## src/rtl/generations_cell.sv

```systemverilog
// Generations-family cellular-automaton cell: programmable birth/survive masks, STATES-2 dying stages.
// Optional consecutive-generations-alive counter enabled by defining CELL_AGE_EN.
module generations_cell #(
  parameter int STATES = 2,
  parameter int SW     = (STATES > 2) ? $clog2(STATES) : 1,
  parameter int AGE_W  = 8
) (
  input  logic          clk,
  input  logic          rst,
  input  logic          ena,
  input  logic [SW-1:0] state_0,
  input  logic [8:0]    birth_mask,
  input  logic [8:0]    survive_mask,
  input  logic [7:0]    neighbors,
  output logic [SW-1:0] state_d,
  output logic [SW-1:0] state_q,
  output logic          alive,
  output logic          changed
`ifdef CELL_AGE_EN
  ,
  output logic [AGE_W-1:0] age
`endif
);

  // One past the highest legal encoding; SW+1 bits so it fits when STATES is a power of two.
  localparam logic [SW:0]   STATE_LIM = (SW + 1)'(STATES);
  localparam logic [SW-1:0] S_DEAD    = '0;
  localparam logic [SW-1:0] S_ALIVE   = SW'(1);
  localparam logic [SW-1:0] S_DYING0  = (STATES > 2) ? SW'(2) : S_DEAD;
  localparam logic [SW-1:0] S_LAST    = SW'(STATES - 1);

  if (STATES < 2) begin : g_bad_states
    $error("generations_cell: STATES must be >= 2");
  end
  if (AGE_W < 1) begin : g_bad_age_w
    $error("generations_cell: AGE_W must be >= 1");
  end

  logic [3:0] n_live;
  logic       state_legal;
  logic [SW-1:0] state_0_clean;

  always_comb begin
    n_live = 4'd0;
    for (int i = 0; i < 8; i++) begin
      n_live = n_live + {3'b000, neighbors[i]};
    end
  end

  assign state_legal   = ({1'b0, state_q} < STATE_LIM);
  assign state_0_clean = ({1'b0, state_0} < STATE_LIM) ? state_0 : S_DEAD;

  always_comb begin
    // NOTE: default assigned first so every path defines state_d and no latch is inferred.
    state_d = S_DEAD;
    if (state_q == S_DEAD) begin
      state_d = birth_mask[n_live] ? S_ALIVE : S_DEAD;
    end else if (state_q == S_ALIVE) begin
      state_d = survive_mask[n_live] ? S_ALIVE : S_DYING0;
    end else if (state_legal && (state_q != S_LAST)) begin
      state_d = state_q + S_ALIVE;
    end
  end

  always_ff @(posedge clk) begin
    // NOTE: non-blocking assignment for all registered state, so every cell samples its neighbours' old values.
    if (rst) begin
      state_q <= state_0_clean;
    end else if (ena) begin
      state_q <= state_d;
    end
  end

  assign alive   = (state_q == S_ALIVE);
  assign changed = (state_d != state_q);

`ifdef CELL_AGE_EN
  always_ff @(posedge clk) begin
    if (rst) begin
      age <= '0;
    end else if (ena) begin
      if (alive && (state_d == S_ALIVE)) begin
        if (age != {AGE_W{1'b1}}) age <= age + 1'b1;
      end else begin
        age <= '0;
      end
    end
  end
`endif

endmodule

```

## config.mk

```make
export PLATFORM = sky130hd
export DESIGN_NAME = generations_cell
export DESIGN_NICKNAME = d
export VERILOG_FILES = /design/src/rtl/generations_cell.sv
export SDC_FILE = /design/constraint.sdc
export NUM_CORES = 1
export LEC_CHECK = 0
export ABC_AREA = 1
export ABC_CLOCK_PERIOD_IN_PS = 6400
export CAP_MARGIN = 15
export CORE_UTILIZATION = 38
export CTS_CLUSTER_DIAMETER = 80
export CTS_CLUSTER_SIZE = 40
export DETAILED_ROUTE_END_ITERATION = 8
export GPL_ROUTABILITY_DRIVEN = 0
export GPL_TIMING_DRIVEN = 0
export PLACE_DENSITY_LB_ADDON = 0.3
export SYNTH_ARGS = -nofsm -noshare
export SYNTH_HDL_FRONTEND = slang
export SYNTH_SLANG_ARGS = --single-unit
export TNS_END_PERCENT = 1
```

## constraint.sdc

```tcl
create_clock -name clk -period 6.4 [get_ports clk]
set_input_delay 0.96 -clock clk [delete_from_list [all_inputs] [get_ports clk]]
set_output_delay 0.96 -clock clk [all_outputs]
set_load 0.03 [all_outputs]
```

==> results of run 1 <==
[where the power goes]
group / switching [mW] / total [mW] / leakage (nW) / internal [mW]
combinational: 0.120 / 0.218 / 0.455 / 0.0977
clock: 0 / 0 / 0 / 0
sequential: 0.00227 / 0.0126 / 0.0103 / 0.0103
total: 0.123 / 0.231 / 0.466 / 0.108
[routing by layer]
layer,part of all wire [%],vias up
li1,-,326
met1,45,239
met2,50,19
met3,5.0,0
met4,0,0
met5,0,-
[synthesized netlist by cell type]
cell                       count  area share, %
sky130_fd_sc_hd__and2_1        1            1.2
sky130_fd_sc_hd__buf_4         1            1.5
sky130_fd_sc_hd__buf_6         1            2.2
sky130_fd_sc_hd__clkinv_1      1           0.73
sky130_fd_sc_hd__edfxtp_1      1            5.8
sky130_fd_sc_hd__fa_1          4             16
sky130_fd_sc_hd__ha_1          3            7.3
sky130_fd_sc_hd__inv_1        20             15
sky130_fd_sc_hd__inv_2         4            2.9
sky130_fd_sc_hd__inv_4         1            1.2
sky130_fd_sc_hd__nand2_1      31             23
sky130_fd_sc_hd__nand3_1      11             11
sky130_fd_sc_hd__nand3_2       1            1.9
sky130_fd_sc_hd__nand3b_1      1            1.5
sky130_fd_sc_hd__nand4_1       1            1.2
sky130_fd_sc_hd__nor2_1        2            1.5
sky130_fd_sc_hd__nor2_4        1            2.2
sky130_fd_sc_hd__o21ai_1       1           0.97
sky130_fd_sc_hd__or2_1         1            1.2
sky130_fd_sc_hd__xnor2_1       1            1.7
sky130_fd_sc_hd__xor2_1        1            1.7
[placed cells by master (no fill, tap or decap)]
cell type                         netlist  layout
sky130_fd_sc_hd__edfxtp_1               1       1
sky130_fd_sc_hd__clkinv_1               1       1
sky130_fd_sc_hd__nand4_1                1       1
sky130_fd_sc_hd__buf_6                  1       1
sky130_fd_sc_hd__nand2_1               31      31
sky130_fd_sc_hd__clkdlybuf4s50_1        0      33
sky130_fd_sc_hd__inv_4                  1       1
sky130_fd_sc_hd__o21ai_1                1       1
sky130_fd_sc_hd__xnor2_1                1       1
sky130_fd_sc_hd__nand3_2                1       1
sky130_fd_sc_hd__inv_2                  4       4
sky130_fd_sc_hd__nand3b_1               1       1
sky130_fd_sc_hd__or2_1                  1       1
sky130_fd_sc_hd__xor2_1                 1       1
sky130_fd_sc_hd__ha_1                   3       3
sky130_fd_sc_hd__and2_1                 1       1
sky130_fd_sc_hd__nand3_1               11      11
sky130_fd_sc_hd__nor2_4                 1       1
sky130_fd_sc_hd__nor2_1                 2       2
sky130_fd_sc_hd__fa_1                   4       4
sky130_fd_sc_hd__inv_1                 20      20
sky130_fd_sc_hd__buf_4                  1       1
[critical path, delay by kind of cell]
kind          cells  cell delay [ps]
buf+inv           5             1240
simple gates      6              620
fa+ha+maj         5             2250
[stage by stage]
step | setup slack, ps | total power, mW | utilization [%] | area, sq um
floorplan | 1450 | 0.165 | - | 515
global placement | 403 | 0.228 | 72.8 | 863
finish | 361 | 0.231 | 72.8 | 863
detailed placement | 369 | 0.229 | 72.8 | 863
CTS | 353 | 0.231 | 72.8 | 863
global route | 157 | 0.253 | 72.8 | 863
[path summary, 6_finish.rpt]
kind / startpoint / endpoint / slack, ps
max: neighbors[0] / state_d / 360
min reg2reg: alive / alive / 760
max reg2reg: alive / alive / 5340
min: alive / alive / 760
[area by class of cell]
| cell class | instances | share of cell area [%] |
|---|---|---|
| Multi-Input combinational cell | 60 | 42.5 |
| Timing Repair Buffer | 33 | 38.3 |
| Inverter | 26 | 11.6 |
| Sequential cell | 1 | 3.48 |
| Buffer | 2 | 2.17 |
| Tap cell | 14 | 2.03 |
[logic make-up after synthesis]
logic type               after synthesis  share of synthesized area [%]
AO/OA/AOI/OAI                          1                          0.970
XOR/XNOR                               2                           3.40
flip-flops                             1                           5.83
AND/OR/NAND/NOR                       50                           43.9
adder cells (fa/ha/maj)                7                           22.8
buffers and inverters                 28                           23.1
==> results.toml, run 1 <==
[run_status]
status = "completed"

[sta]
report.final.slew_viol_count = 0
final.hold.worst_slack_ps = 764
slew-limit-headroom_pct = 77.6
finalWorstPathRequiredPeriod_ps = 6040
layout_worst_path_cycle_share_pct = 94.4
finClkSkew_ps = 0
finalHoldViolations = 0
finalSetupViolCount = 0
worst_pin_slew_ps = 333
achievable-frequency_mhz = 166
tns_ps = 0
rsz0062_at_grt = "false"

[layout]
layout-drive-gt1-share_pct = 7.38
n_antenna_cell = 0
flip_flop_count_of_the_largest_register_all_copies_and_words_added = 1
area.sequential_sq_um = 30.0
finalNonFillerCells = 136
fillers = 109
finish.net_count = 161
flow.area_growth_from_synthesis_pct = 67.5
total_area_of_multi_input_combinational_cells_sq_um = 367

[die]
floorplan.initialDensity_pct = 43.5
ioPinCount = 34
core_sq_mm = 0.00119
placement_rows = 12
die_area_sq_mm = 0.00151
die_y_microns = 38.8
die_width_microns = 38.8

[synth]
synth_seq_cells = 1
synth-seq-area-share_pct = 5.83
syn_inst = 89
syn_area_per_cell_sq_um = 5.79
library_cells_used_by_synthesis = 21
synth.net_count = 126
yosys_warn_count = 0
synthesis.area_sq_um = 515

[clocking]
clk_latency_ps = 0
worst_path_clk_slew_ps = 0
postCtsResizedCells = 0
post_cts.repair.setup_buffers = 0
cts_hold_repair.buffers = 0

[grt]
global_route_wire_length_before_repair_microns = 1640
grt_use_met3_pct = 0
largest_net_degree_at_the_start_of_global_routing = 11
global_route.usage.met2_pct = 31.7
grt.overflow.total = 0
grt_use_met1_pct = 16.4
grt_busiest_layer = "met2"
via_count_of_the_first_global_routing_pass = 477
initial_antenna_violation_count = 0
global_route.usage.total_pct = 14.7

[worst_setup_path]
category_of_the_worst_setup_path_launch_point = "primary input"
cell_mode_on_critical_path = "sky130_fd_sc_hd__fa_1"
worstSetupEndpointType = "output port"
cpMaxStageDelayCell = "sky130_fd_sc_hd__clkdlybuf4s50_1"
worst_path_largest_cell_delay_ps = 670
worstPathRequired_ps = 5440
critical_path_peak_fanout = 7
setup.worst_path.class = "primary input to output port"
worst_ep_arrival_time_ps = 5080
worstRegToRegCells = 6
crit_path_cell_trace = "clkdlybuf4s50_1 > inv_1 > fa_1 > fa_1 > fa_1 > inv_1 > ha_1 > fa_1 > nor2_4 > nand2_1 > nand3b_1 > nand2_1 > inv_1 > nand2_1 > and2_1 > clkdlybuf4s50_1"

[power]
power_per_cell_area_mw_per_mm2 = 267
vdd_drop_max_uv = 305
cellLeakagePower_nw = 0.466

[detailed_routing]
drt-initial-drc-count = 5
final_antenna_net_count = 0
detailed_route_wl_microns = 1070
route.detailed.wl_per_inst_microns = 7.89
drt_first_pass_iters = 4
routed_via_density = 4.29
via_count = 584
route.detailed.drc = 0

[place]
placed_cells_incl_taps = 136
detailedPlacementHpwl_microns = 918
port_buffers = 33

[hold_path]
min_path_cells = 3
hp-class = "register to register"

[run]
drv_cap = 0
Note: power is estimated with default switching activity, not from simulation.
==> run 2: changes to the inputs <==
- SLEW_MARGIN: not set -> 20
==> results of run 2 <==
Same layout as run 1: the final DEF is identical, and so are final timing and power.
==> run 3: changes to the inputs <==
- CORE_MARGIN: not set -> 1
- GPL_TIMING_DRIVEN: 0 -> not set
==> results.toml, run 3 (synthesized netlist as in run 1, its figures left out) <==
[grt]
global_route_wire_length_before_repair_microns = 1850
global_route.usage.total_pct = 16.5
grt_busiest_layer = "met2"
grt_use_met1_pct = 17.8
grt_use_met3_pct = 0
initial_antenna_violation_count = 0
grt.overflow.total = 0
global_route.usage.met2_pct = 36.3
via_count_of_the_first_global_routing_pass = 526
largest_net_degree_at_the_start_of_global_routing = 11

[sta]
finalWorstPathRequiredPeriod_ps = 6050
achievable-frequency_mhz = 165
finClkSkew_ps = 0
report.final.slew_viol_count = 0
finalHoldViolations = 0
post_route_worst_setup_slack_ps = 349
final.hold.worst_slack_ps = 754
slew-limit-headroom_pct = 73.0
layout_worst_path_cycle_share_pct = 94.5
finalSetupViolCount = 0
tns_ps = 0
rsz0062_at_grt = "false"
worst_pin_slew_ps = 405

[place]
dp_worst_setup_slack_ps = 351
placed_cells_incl_taps = 134
port_buffers = 33
detailedPlacementHpwl_microns = 1010

[worst_setup_path]
category_of_the_worst_setup_path_launch_point = "primary input"
cp.buffers_inverters = 5
critical-path-top-delay-family = "adder cells"
crit_path_cell_trace = "clkdlybuf4s50_1 > inv_1 > fa_1 > fa_1 > fa_1 > inv_1 > ha_1 > fa_1 > nor2_4 > nand2_1 > nand3b_1 > nand2_1 > inv_1 > nand2_1 > and2_1 > clkdlybuf4s50_1"
cpMaxStageDelayCell = "sky130_fd_sc_hd__clkdlybuf4s50_1"
worstSetupEndpointType = "output port"
worstPathRequired_ps = 5440
worst_ep_arrival_time_ps = 5090
cell_mode_on_critical_path = "sky130_fd_sc_hd__fa_1"
setup.worst_path.class = "primary input to output port"
worst_path_largest_cell_delay_ps = 660
critical_path_peak_fanout = 7

[die]
die_y_microns = 38.8
die_area_sq_mm = 0.00151
core_sq_mm = 0.00119
placement_rows = 12
ioPinCount = 34
floorplan.initialDensity_pct = 43.5
die_width_microns = 38.8

[layout]
flow.area_growth_from_synthesis_pct = 63.8
mostFrequentLayoutCell = "sky130_fd_sc_hd__clkdlybuf4s50_1"
finalCoreUtilization_pct = 71.2
fillers = 124
flip_flop_count_of_the_largest_register_all_copies_and_words_added = 1
layout-drive-gt1-share_pct = 5.83
finalNonFillerCells = 134
finish.net_count = 159
final_cell_mix = "sky130_fd_sc_hd__clkdlybuf4s50_1, sky130_fd_sc_hd__nand2_1, sky130_fd_sc_hd__inv_1"
n_antenna_cell = 0

[clocking]
cts_hold_repair.buffers = 0
postCtsResizedCells = 0
worst_path_clk_slew_ps = 0
post_cts.repair.setup_buffers = 0
clk_latency_ps = 0

[detailed_routing]
final_antenna_net_count = 0
drt-initial-drc-count = 3
via_count = 584
route.detailed.drc = 0
detailed_route_wl_microns = 1150
routed_via_density = 4.36
drt_first_pass_iters = 3
route.detailed.wl_per_inst_microns = 8.60

[hold_path]
hp-class = "register to register"

[power]
vdd_drop_max_uv = 220
cellLeakagePower_nw = 0.455
power_per_cell_area_mw_per_mm2 = 266

[run]
drv_cap = 0

[run_status]
status = "completed"
==> run 3: cell count changes in the layout (fill, tap and decap cells not counted), sizes merged <==
cell and delta:
buf -2
==> run 3: per-stage QoR <==
stage	total power, mW	cell area (sq um)
3_3_place_gp	0.220	845
6_report	0.225	845
5_1_grt	0.248	845
3_5_place_dp	0.225	845
4_1_cts	0.227	845
2_1_floorplan	0.165	515
==> run 3: report_power, final <==
part | internal (mW) | switching (mW)
combinational | 0.0917 | 0.121
sequential | 0.0103 | 0.00222
clock | 0 | 0
==> run 3: area by class of cell <==
cell class	instances	area (sq um)	area share, %
repair buffers	33	330	39.1
inverters	26	100	11.9
multi-input cells	60	367	43.4
well taps	14	17.5	2.07
flip-flops and latches	1	30.0	3.56
==> run 3: tightest hold or removal path: cells and delay by family, from the launching register on <==
kind,cells,cell delay [ps]
simple gates,3,220
flops,1,410
==> run 3: path summary, 6_finish.rpt <==
kind | startpoint | end | slack (ps) | cells after the start
setup / recovery | neighbors[0] | state_d | 350 | 16
hold / removal | alive | alive | 750 | 3
hold reg to reg | alive | alive | 750 | 3
setup reg to reg | alive | alive | 5360 | 6
==> run 3: metal layers <==
layer / part of all wire (%) / up-vias
li1: - / 321
met1: 40 / 244
met2: 55 / 19
met3: 5.0 / 0
met4: 0 / 0
met5: 0 / -
